### src/rtl/unary_mac_sequencer.sv
// Sequencer between a binary operand stream and a serial unary multiplier:
// emits each (a, b) pair as unary pulse trains, counts product pulses and accumulates.
module unary_mac_sequencer #(
  parameter int BIN_BITS = 4,
  parameter int ACC_BITS = 16,
  parameter int TIMEOUT  = 1024
) (
  input  logic                clk,
  input  logic                reset_n,
  input  logic                op_valid,
  output logic                op_ready,
  input  logic [BIN_BITS-1:0] op_a,
  input  logic [BIN_BITS-1:0] op_b,
  input  logic                op_last,
  output logic                mul_in_a,
  output logic                mul_in_b,
  input  logic                mul_out,
  output logic                acc_valid,
  input  logic                acc_ready,
  output logic [ACC_BITS-1:0] acc_out,
  output logic                busy,
  output logic                err
);

  localparam int PBITS = 2 * BIN_BITS;
  localparam int TBITS = $clog2(TIMEOUT + 1);
  localparam logic [TBITS-1:0] TMO_LAST = TBITS'(TIMEOUT - 1);

  typedef enum logic [2:0] {IDLE, STREAM, GAP, COLLECT, SETTLE, EMIT} state_t;

  state_t              state_q, state_d;
  logic [BIN_BITS-1:0] a_q, a_d, b_q, b_d, step_q, step_d;
  logic                last_q, last_d;
  logic [PBITS-1:0]    prod_q, prod_d, cnt_q, cnt_d;
  logic [TBITS-1:0]    tmo_q, tmo_d;
  logic                settle_q, settle_d;
  logic [ACC_BITS-1:0] acc_q, acc_d;
  logic                err_q, err_d;
  logic                mul_a_q, mul_a_d, mul_b_q, mul_b_d;
  logic                op_ready_q, acc_valid_q, busy_q;

  logic                xfer;
  logic [BIN_BITS-1:0] len;
  logic [BIN_BITS:0]   step_nxt;
  logic [PBITS-1:0]    cnt_inc;
  logic [ACC_BITS:0]   acc_sum;

  assign xfer     = op_valid & op_ready_q;
  assign len      = (a_q > b_q) ? a_q : b_q;
  assign step_nxt = {1'b0, step_q} + {{BIN_BITS{1'b0}}, 1'b1};
  assign cnt_inc  = cnt_q + {{(PBITS-1){1'b0}}, mul_out};
  assign acc_sum  = {1'b0, acc_q} + {{(ACC_BITS+1-PBITS){1'b0}}, prod_q};

  always_comb begin
    // NOTE: every signal gets a default first so no path through the case infers a latch.
    state_d  = state_q;
    a_d      = a_q;
    b_d      = b_q;
    step_d   = step_q;
    last_d   = last_q;
    prod_d   = prod_q;
    cnt_d    = cnt_q;
    tmo_d    = tmo_q;
    settle_d = settle_q;
    acc_d    = acc_q;
    err_d    = err_q;
    mul_a_d  = 1'b0;
    mul_b_d  = 1'b0;

    case (state_q)
      IDLE: begin
        if (xfer) begin
          a_d    = op_a;
          b_d    = op_b;
          last_d = op_last;
          prod_d = {{BIN_BITS{1'b0}}, op_a} * {{BIN_BITS{1'b0}}, op_b};
          cnt_d  = '0;
          step_d = '0;
          tmo_d  = '0;
          if (op_a == '0 && op_b == '0) begin
            state_d  = SETTLE;
            settle_d = 1'b0;
          end else begin
            state_d = STREAM;
            mul_a_d = (op_a != '0);
            mul_b_d = (op_b != '0);
          end
        end
      end
      STREAM: begin
        // Unary outputs are registered, so each bit is decided for the upcoming cycle index.
        if (step_nxt < {1'b0, len}) begin
          step_d  = step_nxt[BIN_BITS-1:0];
          mul_a_d = (step_nxt < {1'b0, a_q});
          mul_b_d = (step_nxt < {1'b0, b_q});
        end else begin
          state_d = GAP;
        end
      end
      GAP: begin
        cnt_d   = cnt_inc;
        tmo_d   = '0;
        state_d = COLLECT;
      end
      COLLECT: begin
        cnt_d = cnt_inc;
        if (prod_q == '0 || cnt_inc == prod_q) begin
          acc_d    = acc_sum[ACC_BITS] ? {ACC_BITS{1'b1}} : acc_sum[ACC_BITS-1:0];
          state_d  = SETTLE;
          settle_d = 1'b0;
        end else if (tmo_q == TMO_LAST) begin
          err_d    = 1'b1;
          state_d  = SETTLE;
          settle_d = 1'b0;
        end else begin
          tmo_d = tmo_q + {{(TBITS-1){1'b0}}, 1'b1};
        end
      end
      SETTLE: begin
        if (settle_q) state_d = last_q ? EMIT : IDLE;
        else          settle_d = 1'b1;
      end
      EMIT: begin
        if (acc_ready) begin
          acc_d   = '0;
          state_d = IDLE;
        end
      end
      default: state_d = IDLE;
    endcase
  end

  // NOTE: all state, including the datapath registers, is cleared by the async reset
  // so a mid-operation reset leaves no stale operands or partial sums behind.
  always_ff @(posedge clk or negedge reset_n) begin
    if (!reset_n) begin
      state_q     <= IDLE;
      a_q         <= '0;
      b_q         <= '0;
      step_q      <= '0;
      last_q      <= 1'b0;
      prod_q      <= '0;
      cnt_q       <= '0;
      tmo_q       <= '0;
      settle_q    <= 1'b0;
      acc_q       <= '0;
      err_q       <= 1'b0;
      mul_a_q     <= 1'b0;
      mul_b_q     <= 1'b0;
      op_ready_q  <= 1'b0;
      acc_valid_q <= 1'b0;
      busy_q      <= 1'b0;
    end else begin
      // NOTE: non-blocking assignments so every register samples pre-edge values.
      state_q     <= state_d;
      a_q         <= a_d;
      b_q         <= b_d;
      step_q      <= step_d;
      last_q      <= last_d;
      prod_q      <= prod_d;
      cnt_q       <= cnt_d;
      tmo_q       <= tmo_d;
      settle_q    <= settle_d;
      acc_q       <= acc_d;
      err_q       <= err_d;
      mul_a_q     <= mul_a_d;
      mul_b_q     <= mul_b_d;
      op_ready_q  <= (state_d == IDLE);
      acc_valid_q <= (state_d == EMIT);
      busy_q      <= (state_d != IDLE);
    end
  end

  assign op_ready  = op_ready_q;
  assign mul_in_a  = mul_a_q;
  assign mul_in_b  = mul_b_q;
  assign acc_valid = acc_valid_q;
  assign acc_out   = acc_q;
  assign busy      = busy_q;
  assign err       = err_q;

endmodule

### config.mk
export PLATFORM = sky130hd
export DESIGN_NAME = unary_mac_sequencer
export DESIGN_NICKNAME = d
export VERILOG_FILES = /design/src/rtl/unary_mac_sequencer.sv
export SDC_FILE = /design/constraint.sdc
export NUM_CORES = 1
export LEC_CHECK = 0
export CORE_MARGIN = 2
export CORE_UTILIZATION = 55
export CTS_CLUSTER_SIZE = 40
export DETAILED_ROUTE_END_ITERATION = 8
export PLACE_DENSITY = 0.86
export SLEW_MARGIN = 10
export SYNTH_ARGS = -nofsm -noshare
export SYNTH_HDL_FRONTEND = slang
export SYNTH_SLANG_ARGS = --single-unit
### constraint.sdc
create_clock -name clk -period 3.8 [get_ports clk]
set_clock_uncertainty 0.05 [all_clocks]
set_input_delay 0.76 -clock clk [delete_from_list [all_inputs] [get_ports clk]]
set_output_delay 0.76 -clock clk [all_outputs]
set_load 0.02 [all_outputs]
* Word-level counts from Yosys, hierarchy flattened *
Cells that the tools add are included.

storage, ports and cells
  word-level logic and storage cells = 102
  output and inout port bits = 22
  input port bits = 14
  register bits after elaboration = 66

cells by class
  multipliers = 1
  equal/unequal tests = 16
  reduce and logical (&&, ||, !) cells = 23
  add/subtract/negate cells = 4
  $lt $le $gt $ge = 4
  bitwise logic cells = 2
  mux-type cells = 36

operator list
  kind                   number
  $mux 16                3
  $mux 11                3
  $pmux 11 s3            1
  $pmux 16 s2            1
  $mux 3                 8
  $pmux 3 s6             1
  $add 16x8->17          1
  $pmux 8 s2             1
  $lt 5x4->1             3
  $ne 2x2->1 const B     7
  $mux 4                 3
  $add 11x1->11 const B  1
  $eq 11x10->1 const B   1
  $mux 1                 10
  $eq 3x3->1 const B     3
  $reduce_and 3->1       3
  $reduce_bool 3->1      3
  $add 8x1->8            1
  $eq 8x8->1             1
  $logic_not 4->1        2
  $logic_not 8->1        1
  $mul 4x4->8            1
  $mux 8                 1
  $pmux 4 s2             1
  17 further kinds       25

* Depth between registers and ports, before layout *
  word-level depth = 6
  gate-level depth with buffers = 14

* Worst setup path after synthesis *
Ideal clock, no wire load.

  kind = input to register
  from = in op_a[0]
  to = reg prod_q[7]
  slack = 0.555 ns
  path buffers = 0
  data required time = 3.615 ns
  library setup time = 0.135 ns
  data arrival time = 3.061 ns
  stages = 11
  cell sequence = nand2_1 -> fa_1 -> fa_1 -> inv_1 -> ha_1 -> a21o_1 -> a21o_1 -> a21o_1 -> a21oi_1 -> xor2_1 -> o21ai_0

between the ends
  cells in the longest elaborated chain, start to end = 1

ends and longest elaborated chain
  item                  RTL line  RTL
  from (decl)           12        input logic [BIN_BITS-1:0] op_a,
  $mul 4x4->8           76        prod_d = {{BIN_BITS{1'b0}}, op_a} * {{BIN_BITS{1'b0}}, op_b};
  to (signal assigned)  160       prod_q <= prod_d;
  to (decl)             34        logic [PBITS-1:0] prod_q, prod_d, cnt_q, cnt_d;

Every way passes these cells.
A chain may end at the register's enable or synchronous reset.

* Final worst setup path *
  from = in op_b[3]
  to = reg prod_q[7]

between the ends
  cells in the longest elaborated chain, start to end = 1

ends and longest elaborated chain
  item         RTL line  RTL
  from (decl)  13        input logic [BIN_BITS-1:0] op_b,
  $mul 4x4->8  76

Every way passes these cells.

==> results.yml <==
run_status:
  status: "finished clean"
clock_network:
  numCtsBuffers: 9
  cts_hold_buffers: 0
  cts.sinks: 66
  cts_root_buffer: "clkbuf_8"
  cts_resized: 0
  post_cts.repair.setup_buffers: 0
  clkSlewWorstSetupHoldPaths_ps: 70
  cts_tree: "done"
  clock_path_buffers: 2
  clock_latency_ps: 340
  cts.htree.levels: 3
global_route:
  met3_usage: 0.02729
  grt_max_degree: 52
  use_met2: 0.4263
  grt.met1_usage: 0.3304
  gr-usage-all-layers: 0.2510
  busiest_layer: "met2"
  gr-total-overflow: 0
  antenna_found_initial: 0
  grt_pass1_wl_um: 17490
  first_global_vias: 3815
placed_design:
  place_inst: 629
  numPortBuffers: 35
  dp_slack_ps: -59.90
  place_hpwl_um: 7590
  gp_congestion: 0.8699
power:
  powerDensity_nw_per_um2: 738.8
  power_mw: 3.753
  irDropWorstVdd_mv: 0.3289
  power_leakage_nw: 2.358
drt:
  routed_wl_um: 10310
  drt_iter0_markers: 268
  via_count: 3880
  wire_per_inst_um: 15.98
  ant_nets: 0
  dr.pass1.iters: 5
  avgViaCountPerCell: 6.016
  post-route-drc-count: 0
setup_path:
  end_kind: "flop"
  criticalPathCategory: "primary input to flop"
  worstPathMaxFanout: 2
  critPathMaxStageDelay_ps: 550
  worstPathRequired_ps: 3950
  critPathSlowestCell: "fa_1"
  reg2reg_to: "mul_in_a"
  reg2reg_depth: 13
  critPathLaunchType: "primary input"
  r2r_start: "a_q[1]"
  crit_arrival_ps: 3640
  crit_chain: "clkdlybuf4s50_1, nand2_1, fa_1, fa_1, inv_1, ha_1, a21o_1, a21o_1, a21o_1, a21oi_1, xor2_1, o21ai_0"
  r2r_slack_ps: 510
  crit_buf_inv: 2
  path_delay_family: "adder cells"
  worst_path_most_repeated_cell: "a21o_1"
logic_synthesis:
  synth_async_sr_flop_share: 1.000
  synth.area.top_cells: "dfrtp_1 37%, ha_1 10%, nand2_1 5.6%, o21ai_0 4.5%, a21oi_1 3.4%"
  synth_seq_cells: 66
  synth_mux_area_frac: 0.01386
  synth-main-ff-cell: "dfrtp_1"
  synthDominantCellAreaShare: 0.3734
  syn_nets: 553
  yosysWarnings: 0
  synthSimpleGateAreaFrac: 0.1952
  synth_top_family_by_area: "compound AO/OA/AOI/OAI gates"
  synth_top_cell_by_area: "dfrtp_1"
  syn_area_um2: 4423
  synth_edf_count: 0
  seq_area_frac_synth: 0.3734
  synth-compound-area-share: 0.2059
  synth_xor_xnor_area_share: 0.04158
  synth_cell_types: 64
  synth_common_cells: "66 x dfrtp_1, 66 x nand2_1, 40 x o21ai_0, 37 x ha_1, 30 x a21oi_1"
  synthAdderAreaFrac: 0.1273
  avgSynthCellArea_um2: 8.899
  synthCells: 497
floorplan:
  dieArea_um2: 8775
  die_w_um: 93.68
  fp.dieH_um: 93.68
  coreArea_um2: 7767
  ios: 36
  start_util: 0.5694
  rows: 32
timing:
  tns_ps: 0
  finalMaxSlewViolations: 0
  setup_violations: 0
  holdWs_ps: 277.5
  rsz0062_at_grt: "false"
  min_period_ps: 3491
  hold_violations: 0
  tightest_slew_ps: 908.8
  period_share: 0.9186
  layout_setup_ws_ps: 309.3
  fmax_mhz: 286.5
  slew_headroom: 0.3894
final_layout:
  final_cells: 645
  multi_input_area_um2: 2589
  diodes: 0
  num-fill-cells: 630
  area_delta_synth_final_pct: 14.85
  nets: 594
  ff_latch_area_um2: 1652
  drive_gt1_frac: 0.07735
hold_path:
  worstHoldPathType: "primary input to asynchronous set/reset pin"
flow_run:
  maxCapViolCount: 0
==> metrics by stage <==
step                utilization  instance area [µm²]
floorplan                     -                 4423
CTS                      0.6540                 5080
global route             0.6540                 5080
global placement         0.6329                 4916
finish                   0.6540                 5080
detailed placement       0.6329                 4916
==> power by group <==
group          switching [mW]  internal, mW
registers               0.245         0.903
logic                    1.19         0.903
clock network           0.258         0.252
==> how the worst max path moves through the flow <==
stage / depth (start not counted) / slack, ps / end / start
after detailed placement: 12 / -60 / prod_q[7] / op_b[3]
after floorplan: 11 / 550 / prod_q[7] / op_a[0]
final: 12 / 310 / prod_q[7] / op_b[3]
after CTS: 12 / 310 / prod_q[7] / op_b[3]
after global placement: 12 / 30 / prod_q[7] / op_a[0]
after global routing: 12 / 190 / prod_q[7] / op_b[3]
==> worst register-to-register path, delay by kind of cell, from the launching register on <==
kind,cells,cell delay (ps)
AND/OR/NAND/NOR,4,570
AO/OA/AOI/OAI,7,1590
adder cells (fa/ha/maj),2,550
flip-flops,1,410
==> kinds of logic after synthesis <==
family	count (synthesis)
AO/OA/AOI/OAI	141
multiplexers	6
flip-flops	66
buffers and inverters	46
adder cells (fa/ha/maj)	42
AND/OR/NAND/NOR	175
XOR/XNOR	21
==> sequential cells by signal, indices dropped and copies added, names as in the netlist <==
name and count:
mul_in_a 1, cnt_q 8, step_q 4, acc_valid 1, state_q 3, a_q 4
busy 1, tmo_q 11, op_ready 1, settle_q 1, prod_q 8, acc_out 16
err 1, mul_in_b 1, last_q 1, b_q 4
==> metal layers <==
layer,up-vias,wire length [µm],part of all wire
li1,1883,-,-
met1,1877,4550,0.44
met2,106,5224,0.51
met3,14,377,0.037
met4,0,153,0.015
met5,-,0,0
==> layout by cell type, fill, tap and decap left out, types with 5 or more instances in the layout <==
cell type / n
nor3_1: 8
xnor2_1: 13
buf_4: 13
a31oi_1: 10
and2_1: 9
o21ai_0: 40
o21a_1: 6
or4_1: 6
nand3_1: 15
nor2_1: 29
dfrtp_1: 66
xor2_1: 8
clkdlybuf4s50_1: 34
o31ai_1: 5
mux2i_1: 5
and3_1: 6
o21ai_1: 5
or3_1: 7
inv_1: 28
nand2_1: 66
a21oi_1: 30
nor2b_1: 7
ha_1: 37
a21o_1: 9
fa_1: 5
clkbuf_8: 10
==> layout make-up <==
type                       count  share of cell area
clock buffer                  13             0.02931
timing repair buffer          48             0.08719
multi-input combinational    385              0.5096
tap                          102             0.02512
clock inverter                 3            0.002956
inverter                      28             0.02069
sequential                    66              0.3251
Note: power is estimated with default switching activity, not from simulation.
